<file path="config.mk">
export PLATFORM = sky130hd
export DESIGN_NAME = keypad_unit
export DESIGN_NICKNAME = d
export VERILOG_FILES = /design/src/rtl/keypad_unit.sv
export SDC_FILE = /design/constraint.sdc
export NUM_CORES = 1
export LEC_CHECK = 0
export BUFFER_PORTS_ARGS = -buffer_cell sky130_fd_sc_hd__buf_2
export CAP_MARGIN = 15
export CORE_ASPECT_RATIO = 0.8
export CORE_MARGIN = 2
export CORE_UTILIZATION = 35
export DETAILED_ROUTE_END_ITERATION = 7
export GPL_ROUTABILITY_DRIVEN = 0
export GPL_TIMING_DRIVEN = 0
export SETUP_SLACK_MARGIN = 0.05
export SYNTH_ARGS = -nofsm -noshare
export SYNTH_HDL_FRONTEND = slang
export SYNTH_SLANG_ARGS = --single-unit
</file>
<file path="constraint.sdc">
create_clock -name clk -period 3.8 [get_ports clk]
set_input_delay 0.19 -clock clk [delete_from_list [all_inputs] [get_ports clk]]
set_output_delay 0.19 -clock clk [all_outputs]
set_load 0.005 [all_outputs]
</file>
<file path="src/rtl/keypad_unit.sv">
// -----------------------------------------------------------------------------
// keypad_unit
//
// Scans and debounces the 4x4 board keypad. The rows are driven low one at a
// time and the synchronized column lines are sampled at the end of each row
// slot. Four slots make one frame. Each frame is classified as NONE, SINGLE or
// MULTI. A small FSM accepts a key after DEBOUNCE_FRAMES matching SINGLE
// frames. It then waits for DEBOUNCE_FRAMES empty frames before it will accept
// another key.
//
// All sequential logic updates on the falling edge of clk.
//
// Ports:
//   clk         system clock (falling edge active)
//   rst_n       asynchronous active-low reset
//   keypad_col  column lines, active-low, bit 3 = leftmost column
//   keypad_row  row drive, active-low one-hot, bit 3 = top row (1 2 3 A)
//   key_coord   {col, row} of an accepted key for one cycle, 8'h00 otherwise
//   key_held    high from key acceptance until its release is accepted
// -----------------------------------------------------------------------------
module keypad_unit #(
   parameter int SCAN_DIV        = 50000,
   parameter int DEBOUNCE_FRAMES = 5
) (
   input  logic       clk,
   input  logic       rst_n,
   input  logic [3:0] keypad_col,
   output logic [3:0] keypad_row,
   output logic [7:0] key_coord,
   output logic       key_held
);

   localparam int SW = $clog2(SCAN_DIV);
   localparam int DW = $clog2(DEBOUNCE_FRAMES + 1);
   localparam logic [SW-1:0] SLOT_LAST = SW'(SCAN_DIV - 1);
   localparam logic [DW-1:0] DB_LAST   = DW'(DEBOUNCE_FRAMES);

   typedef enum logic [1:0] {
      ST_IDLE     = 2'd0,
      ST_DEBOUNCE = 2'd1,
      ST_HELD     = 2'd2
   } state_t;

   // Row index 0 drives the top row (0111). Index 3 drives the bottom row (1110).
   function automatic logic [3:0] row_pattern(input logic [1:0] idx);
      logic [3:0] top;
      top = 4'b1000;
      return ~(top >> idx);
   endfunction

   // ---------------------------------------------------------------------------
   // Column synchronizer. It resets to the idle (pulled-up) level so that no
   // key is seen before real samples arrive.
   // ---------------------------------------------------------------------------
   logic [3:0] col_meta;
   logic [3:0] col_sync;

   always_ff @(negedge clk or negedge rst_n) begin
      if (!rst_n) begin
         col_meta <= 4'hF;
         col_sync <= 4'hF;
      end else begin
         col_meta <= keypad_col;
         col_sync <= col_meta;
      end
   end

   // ---------------------------------------------------------------------------
   // Slot counter and row sequencer
   // ---------------------------------------------------------------------------
   logic [SW-1:0] slot_cnt;
   logic [1:0]    row_idx;
   logic          slot_end;
   logic          frame_end;

   assign slot_end  = (slot_cnt == SLOT_LAST);
   assign frame_end = slot_end && (row_idx == 2'd3);

   always_ff @(negedge clk or negedge rst_n) begin
      if (!rst_n) begin
         slot_cnt <= '0;
         row_idx  <= 2'd0;
      end else if (slot_end) begin
         slot_cnt <= '0;
         row_idx  <= row_idx + 2'd1;   // 3 wraps to 0 (top row)
      end else begin
         slot_cnt <= slot_cnt + SW'(1);
      end
   end

   assign keypad_row = row_pattern(row_idx);

   // ---------------------------------------------------------------------------
   // Frame capture. Only the first three rows are stored. The bottom row's
   // sample is taken in the frame-end cycle itself, so it is used straight from
   // the synchronizer.
   // ---------------------------------------------------------------------------
   logic [3:0] cap_0;
   logic [3:0] cap_1;
   logic [3:0] cap_2;

   always_ff @(negedge clk or negedge rst_n) begin
      if (!rst_n) begin
         cap_0 <= 4'hF;
         cap_1 <= 4'hF;
         cap_2 <= 4'hF;
      end else if (slot_end) begin
         case (row_idx)
            2'd0:    cap_0 <= col_sync;
            2'd1:    cap_1 <= col_sync;
            2'd2:    cap_2 <= col_sync;
            default: ;
         endcase
      end
   end

   // ---------------------------------------------------------------------------
   // Frame classification (meaningful only when frame_end is high)
   // ---------------------------------------------------------------------------
   logic [3:0] frame_col [0:3];
   logic [2:0] active_rows;
   logic [3:0] sel_col;
   logic [3:0] sel_row;
   logic       frame_none;
   logic       frame_single;
   logic [7:0] frame_coord;

   always_comb begin
      frame_col[0] = cap_0;
      frame_col[1] = cap_1;
      frame_col[2] = cap_2;
      frame_col[3] = col_sync;
      active_rows  = 3'd0;
      sel_col      = 4'hF;
      sel_row      = 4'hF;
      for (int i = 0; i < 4; i++) begin
         if (frame_col[i] != 4'hF) begin
            active_rows = active_rows + 3'd1;
            sel_col     = frame_col[i];
            sel_row     = row_pattern(2'(i));
         end
      end
      frame_none   = (active_rows == 3'd0);
      // SINGLE needs exactly one active row with exactly one column low.
      // Two lows in one row, or lows in two rows, make the frame MULTI.
      frame_single = (active_rows == 3'd1) && ($countones(~sel_col) == 1);
      frame_coord  = {sel_col, sel_row};
   end

   // ---------------------------------------------------------------------------
   // Debounce FSM. It steps only at frame end.
   // ---------------------------------------------------------------------------
   state_t        state;
   state_t        state_n;
   logic [7:0]    cand;
   logic [7:0]    cand_n;
   logic [DW-1:0] cnt;
   logic [DW-1:0] cnt_n;
   logic [DW-1:0] cnt_inc;
   logic [7:0]    coord_n;
   logic          held_n;

   // cnt is always below DEBOUNCE_FRAMES when it is incremented, so it never
   // wraps.
   assign cnt_inc = cnt + DW'(1);

   always_comb begin
      state_n = state;
      cand_n  = cand;
      cnt_n   = cnt;
      coord_n = 8'h00;
      held_n  = key_held;

      if (frame_end) begin
         case (state)
            ST_IDLE: begin
               if (frame_single) begin
                  cand_n = frame_coord;
                  if (DEBOUNCE_FRAMES == 1) begin
                     coord_n = frame_coord;
                     held_n  = 1'b1;
                     cnt_n   = '0;
                     state_n = ST_HELD;
                  end else begin
                     cnt_n   = DW'(1);
                     state_n = ST_DEBOUNCE;
                  end
               end
            end

            ST_DEBOUNCE: begin
               if (frame_single && (frame_coord == cand)) begin
                  if (cnt_inc == DB_LAST) begin
                     coord_n = cand;
                     held_n  = 1'b1;
                     cnt_n   = '0;
                     state_n = ST_HELD;
                  end else begin
                     cnt_n = cnt_inc;
                  end
               end else begin
                  // A different key, a release or a chord abandons the
                  // candidate. A new key is picked up on a later frame.
                  cnt_n   = '0;
                  state_n = ST_IDLE;
               end
            end

            ST_HELD: begin
               if (frame_none) begin
                  if (cnt_inc == DB_LAST) begin
                     held_n  = 1'b0;
                     cnt_n   = '0;
                     state_n = ST_IDLE;
                  end else begin
                     cnt_n = cnt_inc;
                  end
               end else begin
                  // Any key activity, including a rollover key, restarts the
                  // release count.
                  cnt_n = '0;
               end
            end

            default: begin
               cnt_n   = '0;
               held_n  = 1'b0;
               state_n = ST_IDLE;
            end
         endcase
      end
   end

   always_ff @(negedge clk or negedge rst_n) begin
      if (!rst_n) begin
         state     <= ST_IDLE;
         cand      <= 8'h00;
         cnt       <= '0;
         key_coord <= 8'h00;
         key_held  <= 1'b0;
      end else begin
         state     <= state_n;
         cand      <= cand_n;
         cnt       <= cnt_n;
         key_coord <= coord_n;   // coord_n is 8'h00 outside the accept cycle
         key_held  <= held_n;
      end
   end

endmodule

</file>
# After elaboration in Yosys (flattened, before gate mapping)
# Index checks and enable logic that the tools add are counted.
# W data, S select, Z words.
dict set report word_totals {
  reg_bits 60
  input_bits 6
  output_inout_bits 13
  elab_cells 91
}
dict set report op_classes {
  n_addsub 9
  eq_ne 20
  n_shift 1
  n_mux 33
  n_bitwise 3
  n_reduce_logical 13
}
# cell count
set op_table {}
lappend op_table {{$mux W4} 8}
lappend op_table {{$mux W8} 4}
lappend op_table {{$mux W3} 6}
lappend op_table {{$add A16 B1 Y16 const B} 1}
lappend op_table {{$eq A16 B16 Y1 const B} 1}
lappend op_table {{$mux W16} 1}
lappend op_table {{$ne A4 B4 Y1 const B} 4}
lappend op_table {{$mux W2} 6}
lappend op_table {{$ne A2 B2 Y1 const B} 5}
lappend op_table {{$add A3 B1 Y3 const B} 3}
lappend op_table {{$pmux W3 S3} 1}
lappend op_table {{$eq A8 B8 Y1} 1}
lappend op_table {{$not A4 Y4} 2}
lappend op_table {{$reduce_and A2 Y1} 4}
lappend op_table {{$eq A2 B2 Y1 const B} 3}
lappend op_table {{$eq A3 B1 Y1 const B} 2}
lappend op_table {{$pmux W2 S3} 1}
lappend op_table {{$reduce_and A6 Y1} 1}
lappend op_table {{$mux W1} 5}
lappend op_table {{$reduce_and A5 Y1} 1}
lappend op_table {{$add A1 B1 Y2} 2}
lappend op_table {{$eq A2 B1 Y1 const B} 2}
lappend op_table {{$logic_not A2 Y1} 2}
lappend op_table {{$shr A4 B2 Y4 const A} 1}
lappend op_table {{other kinds (10)} 12}

# Logic depth before layout (Yosys ltp)
# Gate-level depths: netlist (run 1).
dict set report depth {
  ltp_word 14
  ltp_mapped 14
  depth_no_buf 12
}

==> results by group, run 1 <==
Outcome
  – Status: complete, no violations

Worst setup path
  – Worst endpoint required time: 5.88 ns
  – Flop2flop setup slack: 0.28 ns
  – Slowest stage delay, CP: 0.58 ns
  – CP max FO: 10
  – Critical path startpoint category: flip-flop
  – Critical path capture point type: flip-flop
  – Crit-path slowest cell: dfstp_2
  – Buffers and inverters on the worst path: 2
  – R2R depth: 14
  – CP cell instances: nand4_1 > clkbuf_2 > o21ai_0 > a21o_1 > fa_1 > ha_1 > ha_1 > nor3b_2 > nand2_1 > o21ai_4 > nand4_4 > buf_4 > nand2_1 > o21ai_1
  – Worst R2R Start: col_sync[1]
  – CP top delay family: adder cells
  – R2R Path End: cand[6]
  – Kind of critical path: flip-flop to flip-flop
  – Critical path arrival: 5.59 ns

Die
  – Die X: 108 µm
  – Io pins: 19
  – Starting Density: 0.358
  – Core ar.: 8410 µm²
  – Rows: 30
  – Die area: 9360 µm²
  – DIE HEIGHT: 86.9 µm

Yosys
  – Post-synth net total: 294
  – Cells after Synth: 274
  – Mapped cell area: 3010 µm²
  – Xor/xnor cell area share of the yosys netlist: 0.0582
  – Synth Flop Type: dfrtn_1
  – Syn. warnings: 0
  – Seq cells post-synth: 60
  – Post-Synth Adder-Cell Area: 0.0607
  – Sequential area share after synthesis: 0.507
  – Synth Area in Simple Gates: 0.200
  – Synth Area in Compound Gates: 0.0878
  – Post-synth EDFFs: 0
  – Average cell area after synthesis: 11.0 µm²
  – Mux contribution to synthesized area: 0.0557
  – Largest family of logic cells by synthesized area: simple AND/OR/NAND/NOR gates
  – Async SR Flop Fraction: 1.00
  – Distinct cell type count after synthesis: 46

Layout
  – Antenna diode count: 0
  – Post-Layout Cell Count: 444
  – Synth-to-layout area growth: 18.1%
  – # nets final: 347
  – Share of post-route cells with drive strength above 1: 0.259

Timing
  – Final clock skew: 0.0605 ns
  – Final setup margin: 0.284 ns
  – Period utilization: 0.925
  – Worst hold slack: 0.352 ns
  – Highest clock rate: 284 MHz
  – Number of hold violations in the final report: 0
  – Setup violators final: 0
  – Pins Over Slew Limit: 0
  – Fin crit period: 3.52 ns
  – Setup TNS: 0 ns
  – RSZ-0062 raised after global routing: no
  – Slew margin rel.: 0.678
  – Worst slew pin tran: 0.480 ns

GRT
  – Largest net degree at the start of global routing: 41
  – Grt total ovfl: 0
  – Total global-route track usage: 0.139
  – Vias in the first global route: 2174
  – First-pass GRT wire length: 10100 µm
  – Initial antenna violation count: 0

Detailed routing
  – Routed wire length: 5720 µm
  – ANT nets after route: 0
  – Routed via count: 2128
  – Initial DRC Count: 94
  – Routed vias/inst: 4.79
  – DR DRC count: 0
  – Drt pass-1 iters: 4
  – Wire per inst: 12.9 µm

Pwr
  – Pwr dens: 362 nW/µm²
  – Tot Pwr: 1.29 mW
  – VDD IR max: 0.000168 V
  – Pleak: 1.73 nW

Min path
  – Hold EP: col_sync[0]
  – Hold path depth: 0
  – Critical hold path startpoint: col_meta[0]
  – Hold Crit Class: flip-flop to flip-flop

Placement
  – Place WS: 0.0179 ns
  – PortBufs: 18
  – Post-DP HPWL: 4010 µm
  – DP Cell Count: 405

Clocking
  – Clock Latency Late Sink: 0.38 ns
  – # H-tree levels: 3
  – Root buf cell: clkbuf_8
  – Clock sinks: 60
  – CTS Buffer Depth: 2
  – Clk slew on worst S/H paths: 0.05 ns
  – CTS tree: done
  – CTS Buf Count: 9

Run
  – Number of max-cap violations: 0
## area by class of cell
type | instances | area (µm²)
fillers | 833 | 4860
multi-input cells | 191 | 1410
repair buffers | 23 | 140
inverters | 18 | 67.6
flip-flops and latches | 60 | 1530
plain buffers | 4 | 21.3
well taps | 112 | 140
clock buffers | 10 | 128
clock inverters | 26 | 123
## registers in the layout, summed over array words and instances (netlist names), 3 cells and up
name / cells
cap_2: 4
slot_cnt: 16
col_sync: 4
cap_1: 4
cap_0: 4
col_meta: 4
cand: 8
cnt: 3
key_coord: 8
## power breakdown
part / leakage (nW) / total (mW) / switching, mW / internal, mW
sequential: 0.752 / 0.655 / 0.00434 / 0.651
combinational: 0.786 / 0.0409 / 0.0254 / 0.0156
clock: 0.190 / 0.591 / 0.321 / 0.270
## per-stage QoR
stage	utilization	area [µm²]
floorplan	-	3010
global placement	0.385	3240
detailed placement	0.388	3260
CTS	0.417	3500
global route	0.422	3550
finish	0.422	3550
## worst reg2reg max path: stages (launching register included)
cell and delay, ns:
dfstp_2 0.58, nand4_1 0.12, clkbuf_2 0.20, o21ai_0 0.17, a21o_1 0.18, fa_1 0.45, ha_1 0.20, ha_1 0.29
nor3b_2 0.23, nand2_1 0.12, o21ai_4 0.27, nand4_4 0.18, buf_4 0.22, nand2_1 0.06, o21ai_1 0.05
## cell usage in the layout (no fill, tap or decap), types with 3 or more instances in the layout
cell and instances:
nand3_1 11, ha_1 13, dfrtn_1 40, clkbuf_8 9, buf_4 5, nor3_1 4, a21o_1 6, nand4b_1 6
nand2_1 26, nand4_1 6, inv_1 37, nand2b_1 4, nor4_4 3, o21ai_0 14, buf_2 19, and2_1 9
dfstp_2 20, xor2_1 13, xnor2_1 7, o21ai_1 8, nor2_1 15, mux2_2 14
## Yosys cell counts, types with 2 or more instances
| cell | number | share of area |
|---|---|---|
| a21o_1 | 6 | 0.015 |
| a21oi_1 | 2 | 0.0033 |
| a41oi_1 | 2 | 0.0058 |
| and2_1 | 9 | 0.019 |
| and3_1 | 2 | 0.0042 |
| and4_1 | 2 | 0.0058 |
| buf_2 | 2 | 0.0033 |
| clkbuf_1 | 2 | 0.0025 |
| dfrtn_1 | 40 | 0.33 |
| dfstp_2 | 20 | 0.17 |
| ha_1 | 13 | 0.054 |
| inv_1 | 18 | 0.022 |
| mux2_2 | 14 | 0.052 |
| nand2_1 | 26 | 0.032 |
| nand2_2 | 2 | 0.0042 |
| nand2b_1 | 4 | 0.0083 |
| nand3_1 | 11 | 0.018 |
| nand4_1 | 6 | 0.012 |
| nand4b_1 | 6 | 0.017 |
| nor2_1 | 15 | 0.019 |
| nor3_1 | 4 | 0.0067 |
| nor3b_1 | 2 | 0.0050 |
| nor4_4 | 3 | 0.021 |
| o21ai_0 | 14 | 0.023 |
| o21ai_1 | 8 | 0.013 |
| o31a_1 | 2 | 0.0058 |
| or3_1 | 2 | 0.0042 |
| xnor2_1 | 7 | 0.020 |
| xor2_1 | 13 | 0.038 |
## worst max path at each step
stage / end / slack [ns] / from / depth (start not counted)
CTS: cand[7] / 0.06 / col_sync[3] / 14
finish: cand[6] / 0.28 / col_sync[1] / 14
global route: cand[4] / 0.06 / col_sync[1] / 14
detailed placement: key_coord[4] / 0.02 / col_sync[1] / 13
global placement: key_coord[7] / 0.08 / col_sync[1] / 13
floorplan: cand[7] / 0.59 / col_sync[3] / 14
## layer usage
layer | vias up | track usage | wire length, µm
met3 | 2 | 0.0606 | 181
met1 | 1032 | 0.185 | 2910
met5 | - | 0 | 0
li1 | 1059 | - | -
met2 | 35 | 0.203 | 2590
met4 | 0 | 0.0478 | 31
## kinds of logic after synthesis
kind of cell / Yosys count
and+or+nand+nor: 101
DFF: 60
AOI/OAI and AO/OA: 41
buffers and inverters: 23
xor gates and xnor gates: 20
muxes: 15
adders and majority gates: 14
## what timing repair did
| action | 4_1_cts | 5_1_grt |
|---|---|---|
| pin swaps | 1 | 1 |
| buffers inserted | 0 | 4 |
| hold buffers | 0 | 0 |
| setup endpoints to repair | 9 | 20 |
| cloned | 0 | 0 |
| endpoints found under the hold margin | 0 | 0 |
| resized for setup | 0 | 6 |
No activity file was read; power rests on OpenSTA's default activity.
==> inputs of run 2 (changes only) <==
==> constraint.sdc (replaced) <==
create_clock -name clk -period 2.9 [get_ports clk]
set_input_delay 0.145 -clock clk [delete_from_list [all_inputs] [get_ports clk]]
set_output_delay 0.145 -clock clk [all_outputs]
set_load 0.005 [all_outputs]
==> run 2 against run 1 <==
The run now ends with setup timing left. Via count increased by 4.1%. First-iteration DRC count decreased by 28%. Clock skew decreased by 0.0026 ns. Hold slack about the same. Register-to-register slack got worse by 0.60 ns. Sequential share of layout area decreased by 3.2 points. Cell area increased by 8.1%. Non-clock buffer count increased by 23. Count of clock-buffer cells in the layout decreased by 1. Global-route usage increased by 0.27 points. Combinational power increased by 120%. Clock power increased by 42%. Critical endpoint is now cand[2]. Largest power group unchanged.
==> results by group, run 2 (same netlist as run 1, synthesis figures left out) <==
GRT
  – Total global-route track usage: 0.142 (+0.00273)
  – Initial antenna violation count: 0 (unchanged)
  – Largest net degree at the start of global routing: 41 (unchanged)
  – Vias in the first global route: 2252 (+3.6%)
  – Grt total ovfl: 0 (unchanged)
  – First-pass GRT wire length: 10300 µm (+1.8%)

Timing
  – Worst slew pin tran: 0.502 ns (+0.0223 ns)
  – Slew margin rel.: 0.665 (-0.0124)
  – Highest clock rate: 311 MHz (+9.2%)
  – Period utilization: 1.11 (+0.185)
  – RSZ-0062 raised after global routing: yes
  – Fin crit period: 3.22 ns (-0.296 ns)
  – Number of hold violations in the final report: 0 (unchanged)
  – Pins Over Slew Limit: 0 (unchanged)
  – Final setup margin: -0.320 ns (-0.604 ns)
  – Final clock skew: 0.0579 ns (-0.00264 ns)
  – Setup violators final: 22 (+22)

Layout
  – Most frequent cells in the layout: 40 x dfrtn_1, 34 x inv_1, 26 x buf_4
  – Core Util, Final: 0.456 (+0.0341)
  – Top Registers: slot_cnt x16, cand x8, key_coord x8
  – Fill count: 810 (-2.8%)
  – Antenna diode count: 0 (unchanged)
  – Share of post-route cells with drive strength above 1: 0.352 (+0.0931)
  – Synth-to-layout area growth: 27.6%
  – Commonest non-fill, non-tap cell in the layout: dfrtn_1
  – Register with the most flip-flops: slot_cnt
  – # nets final: 370 (+6.6%)
  – Largest register FFs: 16 (unchanged)
  – Final Instance Area: 3840 µm² (+8.1%)

Clocking
  – CTS Buffer Depth: 2 (unchanged)
  – Root buf cell: clkbuf_8
  – Clock Latency Late Sink: 0.39 ns (about the same)
  – CTS Buf Count: 9 (unchanged)
  – CTS tree: done
  – # H-tree levels: 3 (unchanged)
  – Clock sinks: 60 (unchanged)
  – Clk slew on worst S/H paths: 0.05 ns (about the same)

Run
  – Number of max-cap violations: 0 (unchanged)

Pwr
  – Pleak: 1.88 nW (+8.5%)
  – VDD IR max: 0.000206 V (+23%)
  – Tot Pwr: 1.78 mW (+39%)
  – Pwr dens: 465 nW/µm² (+28%)

Detailed routing
  – Wire per inst: 13.1 µm (+1.4%)
  – Routed via count: 2215 (+4.1%)
  – ANT nets after route: 0 (unchanged)
  – Routed vias/inst: 4.74 (-1.0%)
  – DR DRC count: 0 (unchanged)
  – Routed wire length: 6100 µm (+6.7%)
  – Initial DRC Count: 68 (-28%)
  – Drt pass-1 iters: 4 (unchanged)

Die
  – Die area: 9360 µm² (unchanged)
  – Rows: 30 (unchanged)
  – Core ar.: 8410 µm² (unchanged)
  – DIE HEIGHT: 86.9 µm (unchanged)
  – Io pins: 19 (unchanged)
  – Die X: 108 µm (unchanged)
  – Starting Density: 0.358 (unchanged)

Worst setup path
  – Critical path arrival: 4.85 ns (-0.74 ns)
  – Critical path capture point type: flip-flop
  – Slowest stage delay, CP: 0.56 ns (-0.02 ns)
  – Kind of critical path: flip-flop to flip-flop
  – R2R depth: 11 (-3)
  – CP cell instances: nand4_1 > nor2_1 > a21o_1 > fa_1 > ha_2 > ha_4 > nor3b_4 > nand2_2 > o21ai_4 > nand4_4 > mux2_4
  – Critical path startpoint category: flip-flop
  – Worst endpoint required time: 4.53 ns (-1.35 ns)
  – CP max FO: 5 (-5)
  – Crit-path slowest cell: dfstp_2

Outcome
  – Status: finished, violations left
  – Failing checks: setup timing

Min path
  – Hold path depth: 0 (unchanged)
  – Hold Crit Class: flip-flop to flip-flop

Placement
  – Placed Area: 3310 µm² (+1.5%)
  – PortBufs: 18 (unchanged)
  – Post-DP HPWL: 4100 µm (+2.4%)
## run 2: timing repair
| action | 4_1_cts | 5_1_grt |
|---|---|---|
| setup endpoints to repair | 24 | 26 |
| resized for setup | 8 | 10 |
| pin swaps | 4 | 5 |
| buffers inserted | 21 | 6 |
| hold buffers | 0 | 0 |
## run 2: worst max-delay path: cells and delay by family, from the launching register on
kind | cells | cell delay [ns]
mux | 1 | 0.34
simple gates | 5 | 0.81
compound gates | 2 | 0.42
flops | 1 | 0.56
fa+ha+maj | 3 | 0.87
## run 2: final timing paths
check	startpoint	slack [ns]	to
setup / recovery	cap_2[3]	-0.32	cand[2]
hold / removal	col_meta[3]	0.35	col_sync[3]
setup reg to reg	cap_2[3]	-0.32	cand[2]
hold reg to reg	col_meta[3]	0.35	col_sync[3]
max in group asynchronous	rst_n	1.08	cap_0[1]
min in group asynchronous	rst_n	1.10	key_held
## run 2: power breakdown
part | switching [mW] | internal [mW] | total, mW
combinational | 0.0456 | 0.0445 | 0.0901
clock | 0.465 | 0.373 | 0.838
sequential | 0.00395 | 0.852 | 0.856
## run 2: per-stage QoR
step / hold WS [ns] / setup WS, ns / cells / setup TNS (ns)
detailed placement: 0.347 / -0.487 / 405 / -9.11
global route: 0.368 / -0.463 / 467 / -8.80
CTS: 0.353 / -0.330 / 461 / -5.44
global placement: 0.346 / -0.471 / 404 / -8.52
floorplan: 0.345 / -0.165 / 274 / -1.04
finish: 0.352 / -0.320 / 467 / -5.17
## run 2: routing by layer
metal,wire length [µm],share of wire,GRT usage
met5,0,0,0
met4,99,0.016,0.0548
met3,209,0.034,0.0591
met2,2860,0.47,0.218
met1,2930,0.48,0.179
## run 2: layout make-up
type	count	area (µm²)	share of cell area
multi-input cells	191	1490	0.388
clock inverters	27	141	0.0368
well taps	112	140	0.0365
flip-flops and latches	60	1530	0.398
repair buffers	46	317	0.0825
plain buffers	4	33.8	0.00880
clock buffers	9	124	0.0323
inverters	18	67.6	0.0176
